<file path="src/rtl/fetch_unit_pkg.sv">
// Shared definitions for the instruction fetch unit: widths, PC step,
// buffer depth and FSM state encoding.
package fetch_unit_pkg;
  localparam int WORD   = 64;
  localparam int ILEN   = 32;
  localparam int PC_INC = 4;
  localparam int DEPTH  = 2;

  typedef enum logic [0:0] {
    ST_IDLE = 1'b0,
    ST_RUN  = 1'b1
  } state_e;
endpackage

</file>
<file path="src/rtl/fetch_unit_fifo.sv">
// Two-entry instruction buffer holding {instruction, pc} pairs in fetch
// order, with flush taking priority over push and pop.
module fetch_fifo #(
  parameter int WORD = fetch_unit_pkg::WORD
) (
  input  logic                            clk,
  input  logic                            rst_n,
  input  logic                            push_i,
  input  logic                            pop_i,
  input  logic                            flush_i,
  input  logic [fetch_unit_pkg::ILEN-1:0] push_instr_i,
  input  logic [WORD-1:0]                 push_pc_i,
  output logic [1:0]                      count_o,
  output logic                            head_valid_o,
  output logic [fetch_unit_pkg::ILEN-1:0] head_instr_o,
  output logic [WORD-1:0]                 head_pc_o
);
  import fetch_unit_pkg::*;

  logic [ILEN-1:0] instr_q [2];
  logic [WORD-1:0] pc_q    [2];
  logic            rd_ptr_q, rd_ptr_d;
  logic            wr_ptr_q, wr_ptr_d;
  logic [1:0]      count_q, count_d;
  logic            push_s, pop_s;

  assign push_s = push_i && (count_q != 2'd2);
  assign pop_s  = pop_i && (count_q != 2'd0);

  // Next-state pointers and occupancy; flush empties the buffer outright.
  always_comb begin
    rd_ptr_d = rd_ptr_q;
    wr_ptr_d = wr_ptr_q;
    count_d  = count_q;
    if (flush_i) begin
      rd_ptr_d = 1'b0;
      wr_ptr_d = 1'b0;
      count_d  = 2'd0;
    end else begin
      if (push_s) wr_ptr_d = ~wr_ptr_q;
      else        wr_ptr_d = wr_ptr_q;
      if (pop_s)  rd_ptr_d = ~rd_ptr_q;
      else        rd_ptr_d = rd_ptr_q;
      case ({push_s, pop_s})
        2'b10:   count_d = count_q + 2'd1;
        2'b01:   count_d = count_q - 2'd1;
        default: count_d = count_q;
      endcase
    end
  end

  always_ff @(posedge clk or negedge rst_n) begin
    if (!rst_n) begin
      rd_ptr_q <= 1'b0;
      wr_ptr_q <= 1'b0;
      count_q  <= 2'd0;
    end else begin
      rd_ptr_q <= rd_ptr_d;
      wr_ptr_q <= wr_ptr_d;
      count_q  <= count_d;
    end
  end

  always_ff @(posedge clk or negedge rst_n) begin
    if (!rst_n) begin
      instr_q[0] <= '0;
      instr_q[1] <= '0;
      pc_q[0]    <= '0;
      pc_q[1]    <= '0;
    end else if (push_s && !flush_i) begin
      instr_q[wr_ptr_q] <= push_instr_i;
      pc_q[wr_ptr_q]    <= push_pc_i;
    end
  end

  assign count_o      = count_q;
  assign head_valid_o = (count_q != 2'd0);
  assign head_instr_o = instr_q[rd_ptr_q];
  assign head_pc_o    = pc_q[rd_ptr_q];
endmodule

</file>
<file path="src/rtl/fetch_unit.sv">
// Instruction fetch front end: PC sequencing, single outstanding-slot
// request tracking, branch redirect and the decode-facing buffer.
module fetch_unit #(
  parameter int              WORD     = fetch_unit_pkg::WORD,
  parameter logic [WORD-1:0] START_PC = '0,
  parameter int              DEPTH    = fetch_unit_pkg::DEPTH
) (
  input  logic                            clk,
  input  logic                            reset,
  input  logic                            fetch_en,
  input  logic                            br_taken,
  input  logic [WORD-1:0]                 br_target,
  output logic                            imem_req,
  output logic [WORD-1:0]                 imem_addr,
  input  logic [fetch_unit_pkg::ILEN-1:0] imem_rdata,
  output logic                            if_valid,
  output logic [fetch_unit_pkg::ILEN-1:0] if_instr,
  output logic [WORD-1:0]                 if_pc,
  input  logic                            if_ready
);
  import fetch_unit_pkg::*;

  state_e          state_q, state_d;
  logic [WORD-1:0] pc_q, pc_d;
  logic [WORD-1:0] tag_q, tag_d;
  logic            inflight_q, inflight_d;
  logic [1:0]      count_s;
  logic [1:0]      occ_s;
  logic            req_s, push_s, pop_s;

  assign occ_s = count_s + {1'b0, inflight_q};

  // FSM next state and request issue; issue follows the state being entered
  // so fetch_en takes effect in the same cycle, and reset blocks it at once.
  always_comb begin
    state_d = ST_IDLE;
    case (state_q)
      ST_IDLE: state_d = fetch_en ? ST_RUN : ST_IDLE;
      ST_RUN:  state_d = fetch_en ? ST_RUN : ST_IDLE;
      default: state_d = ST_IDLE;
    endcase
    req_s = reset && (state_d == ST_RUN) && !br_taken && (int'(occ_s) < DEPTH);
  end

  // PC, tag and in-flight tracking; a redirect overrides everything else.
  always_comb begin
    pc_d       = pc_q;
    tag_d      = tag_q;
    inflight_d = req_s;
    if (br_taken) begin
      pc_d = br_target & {{(WORD-2){1'b1}}, 2'b00};
    end else if (req_s) begin
      pc_d  = pc_q + WORD'(PC_INC);
      tag_d = pc_q;
    end else begin
      pc_d = pc_q;
    end
  end

  always_ff @(posedge clk or negedge reset) begin
    if (!reset) begin
      state_q    <= ST_IDLE;
      pc_q       <= START_PC;
      tag_q      <= START_PC;
      inflight_q <= 1'b0;
    end else begin
      state_q    <= state_d;
      pc_q       <= pc_d;
      tag_q      <= tag_d;
      inflight_q <= inflight_d;
    end
  end

  assign push_s    = inflight_q && !br_taken;
  assign pop_s     = if_valid && if_ready;
  assign imem_req  = req_s;
  assign imem_addr = pc_q;

  fetch_fifo #(.WORD(WORD)) u_fifo (
    .clk          (clk),
    .rst_n        (reset),
    .push_i       (push_s),
    .pop_i        (pop_s),
    .flush_i      (br_taken),
    .push_instr_i (imem_rdata),
    .push_pc_i    (tag_q),
    .count_o      (count_s),
    .head_valid_o (if_valid),
    .head_instr_o (if_instr),
    .head_pc_o    (if_pc)
  );
endmodule

</file>
<file path="config.mk">
export PLATFORM = sky130hd
export DESIGN_NAME = fetch_unit
export DESIGN_NICKNAME = d
export VERILOG_FILES = /design/src/rtl/fetch_unit_pkg.sv /design/src/rtl/fetch_unit_fifo.sv /design/src/rtl/fetch_unit.sv
export SDC_FILE = /design/constraint.sdc
export NUM_CORES = 1
export LEC_CHECK = 0
export ABC_CLOCK_PERIOD_IN_PS = 6600
export CORE_UTILIZATION = 45
export CTS_BUF_LIST = sky130_fd_sc_hd__clkbuf_4
export CTS_CLUSTER_SIZE = 16
export DETAILED_ROUTE_END_ITERATION = 6
export PLACE_DENSITY = 0.72
export SYNTH_ARGS = -nofsm -noshare
export SYNTH_HDL_FRONTEND = slang
export SYNTH_SLANG_ARGS = --single-unit
</file>
<file path="constraint.sdc">
create_clock -name clk -period 6.6 [get_ports clk]
set_input_delay 1.32 -clock clk [delete_from_list [all_inputs] [get_ports clk]]
set_output_delay 1.32 -clock clk [all_outputs]
set_load 0.1 [all_outputs]
</file>
* Word-level counts from Yosys, hierarchy flattened
Index checks and enable logic that the tools add are counted.
Operators by class: add/subtract/negate cells 4, magnitude comparators 4, shifts and indexed selects 0, equality and inequality tests 3, reductions and logical operators 16, mux-type cells 21, multiply operators 0, bitwise gates (word level) 5, divide/modulo/power cells 0
Operators with widths (count):
- 2-to-1 mux 64 bit | 6
- bitwise mux 128 bit | 1
- 2-to-1 mux 32 bit | 4
- adder 64 x 3 -> 64 bit, second input constant | 1
- bitwise mux 64 bit | 1
- demux 64 bit (select 1 bit) | 1
- demux 32 bit (select 1 bit) | 1
- logical AND 1 bit | 9
- nonzero test 2 bit | 4
- 2-to-1 mux 1 bit | 5
- greater-or-equal comparator 2 bit, second input constant | 2
- NOT 1 -> 2 bit | 2
- one-hot mux 2 bit (2 select lines) | 1
- NOT 1 bit | 3
- nonzero test 3 bit | 1
- adder 2 x 1 -> 2 bit | 1
- adder 2 x 1 -> 2 bit, second input constant | 1
- equality test 2 x 1 -> 1 bit, second input constant | 1
- equality test 2 bit, second input constant | 1
- < comparator 2 x 1 -> 1 bit, second input constant | 1
- < comparator 2 bit, second input constant | 1
- 2-to-1 mux 2 bit | 1
- inequality test 2 bit, second input constant | 1
- AND reduction 2 bit | 1
- 2 further kinds | 2
Storage, ports and cells: memories kept 0, bits in latches 0, bits in writable memories 0, input port bits 101, ROM bits 0, word-level logic and storage cells 63, register bits 325

* Logic depth before layout (Yosys ltp)
Gate-level depths: netlist of run 1.
depth after elaboration 6, depth in mapped cells 9, mapped depth without buffers 7

* Cells and area by module
Synthesis of run 1 repeated with hierarchy kept, for this count alone.
Unflattened totals: cell total of the unflattened synthesis 1295, area, all modules 14979.4 µm²
By module, submodules not included:
- fetch_fifo | seq. area each 4904.7 µm², times used 1, cells each 536, area each 8465.6 µm²
- fetch_unit | seq. area each 3128.0 µm², times used 1, cells each 759, area each 6513.7 µm²

* Worst setup path after synthesis of run 1
OpenSTA, ideal clock, no wires.
path type input to output, from input port reset, to output port imem_req, path buffers 1, data required time 5280 ps, slack 2401 ps, cell stages on the path 5, arrival 2879 ps, path through nand2_1 a21oi_1 nand2_1 inv_2 buf_1
Between the ends: longest elaborated chain between the ends 3
Ends and longest elaborated chain:
- start: declaration | line fetch_unit.sv:9 | input logic reset,
- logical AND 1 bit (3 in series) | line fetch_unit.sv:42 | req_s = reset && (state_d == ST_RUN) && !br_taken && (int'(occ_s) < DEPTH);
- end: declaration | line fetch_unit.sv:13 | output logic imem_req,
Every way passes these cells.

* Worst setup path in the final report of run 1
from register u_fifo.rd_ptr_q, to output port if_pc[43]
Between the ends: longest elaborated chain between the ends 4
Ends and longest elaborated chain:
- start: declaration | line fetch_unit_fifo.sv:22 | logic rd_ptr_q, rd_ptr_d;
- start signal: assignment | line fetch_unit_fifo.sv:58 | rd_ptr_q <= rd_ptr_d;
- NOT 1 -> 2 bit (implied by the code) | line fetch_unit_fifo.sv:79 | assign head_pc_o = pc_q[rd_ptr_q];
- 2-to-1 mux 64 bit (implied by the code) (3 in series) | line fetch_unit_fifo.sv:79
- end: declaration | line fetch_unit.sv:18 | output logic [WORD-1:0] if_pc,
Every way passes these cells. The select of a mux whose other input is x is not followed.

==> results of run 1 <==
[area by class of cell]
class                           count  area (µm²)
Fill cell                        2655       13100
Antenna cell                        4        10.0
Tap cell                          402         503
Clock buffer                      125         938
Multi-Input combinational cell    864        6270
Inverter                           11        41.3
Clock inverter                     15        95.1
Timing Repair Buffer              272        2710
Sequential cell                   317        7940
[routing by layer]
layer / vias to the layer above / routed length (µm) / GRT usage (%)
li1: 5124 / - / -
met1: 5453 / 16300 / 30.1
met2: 374 / 18200 / 38.5
met3: 81 / 3080 / 7.10
met4: 6 / 922 / 8.95
met5: - / 38 / 0
[worst max-delay path, stage by stage, from the launching register on]
cell	delay, ps
dfrtp_4	620
buf_4	570
mux2_2	260
clkdlybuf4s50_1	1180
[flip-flops by register name (all words and copies together), names as in the netlist]
name / cells
u_fifo.rd_ptr_q: 1
imem_addr: 62
inflight_q: 1
u_fifo.count_o: 2
u_fifo.pc_q: 124
tag_q: 62
u_fifo.instr_q: 64
u_fifo.wr_ptr_q: 1
[kinds of logic (layout without fill, tap and decap cells)]
family          count (synthesis)  after routing  synth area share [%]
flops                         317            317                  54.6
fa+ha+maj                       1              1                0.0862
mux                           286            286                  22.2
compound gates                110            110                  4.95
simple gates                  435            435                  14.1
other cells                     1              8                0.0258
buf+inv                        79            423                  2.31
xor+xnor                       28             28                  1.69
[worst paths after layout]
| path | start | end | slack, ps | depth (start not counted) |
|---|---|---|---|---|
| worst max-delay path | u_fifo.rd_ptr_q | if_pc[43] | 1880 | 3 |
| worst min-delay path | tag_q[61] | tag_q[61] | 490 | 2 |
| worst max register to register | u_fifo.count_o[0] | imem_addr[62] | 2810 | 9 |
| worst min register to register | tag_q[61] | tag_q[61] | 490 | 2 |
| max in group asynchronous | reset | u_fifo.pc_q[16] | 4170 | 3 |
| min in group asynchronous | reset | u_fifo.pc_q[112] | 560 | 1 |
[power by group through the flow]
stage | sequential [mW] | combinational [mW] | clock (mW)
2_1_floorplan | 2.75 | 2.01 | 0
3_3_place_gp | 2.56 | 2.86 | 0
3_5_place_dp | 2.59 | 2.89 | 0
4_1_cts | 2.55 | 2.90 | 1.74
5_1_grt | 2.60 | 2.99 | 1.85
6_report | 2.56 | 2.88 | 1.69
[cells in the final DEF, fill, tap and decap left out, types with 4 or more instances in the layout]
master and n:
dfrtp_1 316, mux2_2 285, clkdlybuf4s50_1 253, nand2_1 251
clkbuf_4 125, o21ai_0 41, nor2_1 37, nand3_1 36
nand4_1 25, or4_1 20, a31oi_1 17, xor2_1 15
buf_4 15, or3_1 13, xnor2_1 13, nor4_1 11
o31ai_1 11, and3_1 11, o211ai_1 11, inv_1 9
o311ai_0 9, and4_1 8, clkinv_1 7, inv_2 5
nor3_1 5, diode_2 4, a21oi_1 4, or2_2 4
a2111oi_0 4, conb_1 4
[through the flow]
stage	cells	setup slack [ps]
final	2010	1880
after global routing	2009	1740
after CTS	2006	1790
after detailed placement	1866	1550
after global placement	1866	1590
after floorplan	1260	2400
==> impl_metrics.env, run 1 <==
export IMPL_clk_pin_slew_worst_paths_ps=60
export IMPL_period_share_pct=71.5
export IMPL_netSwitchingPower_mw=3.12
export IMPL_cts_sinks=317
export IMPL_gp_congestion=0.829
export IMPL_cts_tree="done"
export IMPL_p_leak_nw=8.28
export IMPL_yosysSeqAreaShare_pct=54.6
export IMPL_dieArea_mm2=0.0330
export IMPL_peakVddDrop_mv=0.248
export IMPL_start_util_pct=45.9
export IMPL_clkPwrFrac_pct=23.7
export IMPL_area_growth_pct=27.5
export IMPL_cap_violations=0
export IMPL_syn_area_mm2=0.0145
export IMPL_setup_viol=0
export IMPL_async_reset_ff_share_pct=100
export IMPL_dpl_cell_area_mm2=0.0175
export IMPL_grt_pass1_vias=11400
export IMPL_dr_total_vias=11000
export IMPL_antenna_found_initial=7
export IMPL_p_comb_share_pct=40.4
export IMPL_slew_violations=0
export IMPL_grt_max_degree=142
export IMPL_htreeDepth=3
export IMPL_via_per_inst=5.49
export IMPL_nets=1652
export IMPL_yosysWarnings=0
export IMPL_synth_edf_count=0
export IMPL_worst_pin_slew_ps=1130
export IMPL_insertion_delay_ps=720
export IMPL_post_route_min_period_ps=4720
export IMPL_die_h_um=182
export IMPL_synth_seq_cells=317
export IMPL_overflow=0
export IMPL_grt_usage_pct=23.8
export IMPL_critPathCaptureType="output pin"
export IMPL_critical_path_required_ps=5280
export IMPL_total_power_mw=7.12
export IMPL_ctsHoldBuffers=0
export IMPL_detail_route_wl_per_cell_um=19.2
export IMPL_finalCoreUtilization_pct=58.5
export IMPL_cts_buffer_depth=3
export IMPL_hold_class="flip-flop to flip-flop"
export IMPL_placementRows=65
export IMPL_post_cts_buffers=0
export IMPL_synth_top_area_share_pct=54.6
export IMPL_arrival_ps=3400
export IMPL_synth_ff_type="dfrtp_1"
export IMPL_die_x_um=182
export IMPL_synthTopCellsByArea="dfrtp_1 (55%), mux2_2 (22%), nand2_1 (6.5%)"
export IMPL_ctsRootBufferMaster="clkbuf_4"
export IMPL_switching_share_pct=43.8
export IMPL_relSlewSlack_pct=23.7
export IMPL_fin_area_mm2=0.0185
export IMPL_cts_resized_gates=0
export IMPL_status="complete, no violations"
export IMPL_yosys_area_top_type="dfrtp_1"
export IMPL_synth_common_cells="dfrtp_1 (317), mux2_2 (285), nand2_1 (253), clkbuf_1 (41), o21ai_0 (41)"
export IMPL_drc=0
export IMPL_num_io_pins=263
export IMPL_skew_ps=42.1
export IMPL_startpoint_type="flip-flop"
export IMPL_synth_cells=1257
export IMPL_rsz0062_at_grt="no"
export IMPL_io_buffers=256
export IMPL_ys_types=46
export IMPL_cellPowerDensity_mw_per_mm2=385
export IMPL_dp_hpwl_um=25700
export IMPL_fmax_mhz=212
export IMPL_critical_path_class="flip-flop to output pin"
export IMPL_grt_pass1_wl_um=61700
export IMPL_drt_initial_drc_count=572
export IMPL_holdWs_ps=493
export IMPL_coreArea_mm2=0.0316
export IMPL_p_int_mw=4.01
export IMPL_hold_viol=0
export IMPL_tns_ps=0
export IMPL_cp_max_fo=43
export IMPL_cts_buffers=84
export IMPL_drtPass1Iterations=6
export IMPL_final_antenna_net_count=0
export IMPL_drive_above_1_share_pct=28.2
export IMPL_avgSynthCellArea_um2=11.5
export IMPL_yosysMostFrequentCell="dfrtp_1"
export IMPL_p_seq_share_pct=35.9
export IMPL_routed_wl_um=38600
Note: power is estimated with default switching activity, not from simulation.
==> run 2: changes to the inputs <==
- ABC_CLOCK_PERIOD_IN_PS: 6600 -> 4130
- PLACE_DENSITY: 0.72 -> 0.75
- clock period: 6.6 -> 4.13 ns (I/O delays scaled with it)
==> impl_metrics.env, run 2 (synthesis results as in run 1) <==
export IMPL_nets=1657
export IMPL_clk_pin_slew_worst_paths_ps=60
export IMPL_drtPass1Iterations=5
export IMPL_grt_pass1_wl_um=62200
export IMPL_status="complete, no violations"
export IMPL_reg_top3="u_fifo.pc_q (124), u_fifo.instr_q (64)"
export IMPL_relSlewSlack_pct=12.5
export IMPL_worst_pin_slew_ps=1300
export IMPL_fill_cells=2656
export IMPL_fmax_mhz=292
export IMPL_area_growth_pct=26.3
export IMPL_die_h_um=182
export IMPL_ctsRootBufferMaster="clkbuf_4"
export IMPL_p_seq_share_pct=36.1
export IMPL_critical_path_required_ps=3300
export IMPL_final_antenna_net_count=0
export IMPL_antenna_found_initial=6
export IMPL_cts_sinks=317
export IMPL_peakVddDrop_mv=0.597
export IMPL_slew_violations=0
export IMPL_post_route_min_period_ps=3420
export IMPL_cts_tree="done"
export IMPL_die_x_um=182
export IMPL_dr_total_vias=11100
export IMPL_cellPowerDensity_mw_per_mm2=617
export IMPL_grt_max_degree=174
export IMPL_post_cts_buffers=0
export IMPL_startpoint_type="flip-flop"
export IMPL_placementRows=65
export IMPL_via_per_inst=5.52
export IMPL_ctsHoldBuffers=0
export IMPL_gp_congestion=0.843
export IMPL_final_cell_mix="dfrtp_1 (316), mux2_2 (285), nand2_1 (251)"
export IMPL_detail_route_wl_per_cell_um=19.3
export IMPL_dp_hpwl_um=26000
export IMPL_fin_area_mm2=0.0183
export IMPL_dpl_cell_area_mm2=0.0173
export IMPL_rsz0062_at_grt="no"
export IMPL_switching_share_pct=44.1
export IMPL_critical_path_class="flip-flop to output pin"
export IMPL_drive_above_1_share_pct=34.1
export IMPL_tns_ps=0
export IMPL_grt_usage_pct=24.0
export IMPL_insertion_delay_ps=710
export IMPL_coreArea_mm2=0.0316
export IMPL_hold_class="input pin to async pin"
export IMPL_top_register="u_fifo.pc_q"
export IMPL_arrival_ps=2590
export IMPL_drc=0
export IMPL_setup_viol=0
export IMPL_period_share_pct=82.8
export IMPL_overflow=0
export IMPL_cap_violations=0
export IMPL_dieArea_mm2=0.0330
export IMPL_cts_resized_gates=0
export IMPL_p_int_mw=6.32
export IMPL_hold_viol=0
export IMPL_final_common_cell="dfrtp_1"
export IMPL_cp_max_fo=40
export IMPL_drt_initial_drc_count=598
export IMPL_start_util_pct=45.9
export IMPL_clkPwrFrac_pct=24.1
export IMPL_holdWs_ps=295
export IMPL_netSwitchingPower_mw=4.99
export IMPL_p_leak_nw=8.45
export IMPL_cts_buffers=86
export IMPL_htreeDepth=3
export IMPL_skew_ps=45.7
export IMPL_critPathCaptureType="output pin"
export IMPL_p_comb_share_pct=39.8
export IMPL_largest_reg_flops=124
export IMPL_routed_wl_um=39000
export IMPL_num_io_pins=263
export IMPL_io_buffers=256
export IMPL_cts_buffer_depth=3
export IMPL_grt_pass1_vias=11600
## run 2: changes by cell type in the layout (fill, tap and decap cells not counted)
cell / previous run / this run
inv_2: 5 / 6
clkbuf_4: 125 / 126
clkinv_2: 1 / 0
clkinv_1: 7 / 14
clkdlybuf4s50_1: 253 / 158
buf_12: 2 / 4
buf_4: 15 / 111
clkinvlp_4: 3 / 2
diode_2: 4 / 2
## run 2: cell type report
type	count	area, µm²	share of cell area, %
sequential	317	7940	43.3
multi-input combinational	864	6270	34.2
timing repair buffer	275	2510	13.7
clock buffer	126	946	5.16
tap	402	503	2.74
clock inverter	21	113	0.614
inverter	11	41.3	0.225
antenna	2	5.00	0.0273
## run 2: worst paths after layout
kind	from	endpoint	slack, ps	cells past startpoint
setup / recovery	u_fifo.rd_ptr_q	if_pc[30]	710	3
hold / removal	reset	imem_addr[63]	290	2
setup reg to reg	u_fifo.count_o[0]	imem_addr[40]	1330	7
hold reg to reg	tag_q[56]	tag_q[56]	490	2
max in group asynchronous	reset	u_fifo.pc_q[11]	2170	3
min in group clk	tag_q[56]	tag_q[56]	490	2
## run 2: power groups by stage
stage | logic (mW) | registers [mW] | clock network, mW
4_1_cts | 4.52 | 4.08 | 2.81
3_3_place_gp | 4.47 | 4.09 | 0
5_1_grt | 4.66 | 4.16 | 2.99
2_1_floorplan | 3.21 | 4.40 | 0
3_5_place_dp | 4.51 | 4.14 | 0
6_report | 4.50 | 4.09 | 2.72
## run 2: worst max-delay path, cell delays in order, from the launching register on
cell	delay, ps
dfrtp_4	800
buf_4	460
mux2_2	400
buf_4	240
## run 2: layer usage
metal / wire, µm / GRT usage, %
met5: 51 / 0
met4: 823 / 8.54
met3: 2860 / 6.36
met2: 18600 / 39.6
met1: 16600 / 30.4
## run 2: metrics by stage
stage | total power, mW | cells | setup slack, ps | util, %
floorplan | 7.61 | 1260 | 919 | -
global placement | 8.56 | 1869 | 745 | 54.6
detailed placement | 8.65 | 1869 | 745 | 54.6
CTS | 11.4 | 2016 | 607 | 57.9
global route | 11.8 | 2018 | 560 | 58.0
finish | 11.3 | 2018 | 709 | 58.0
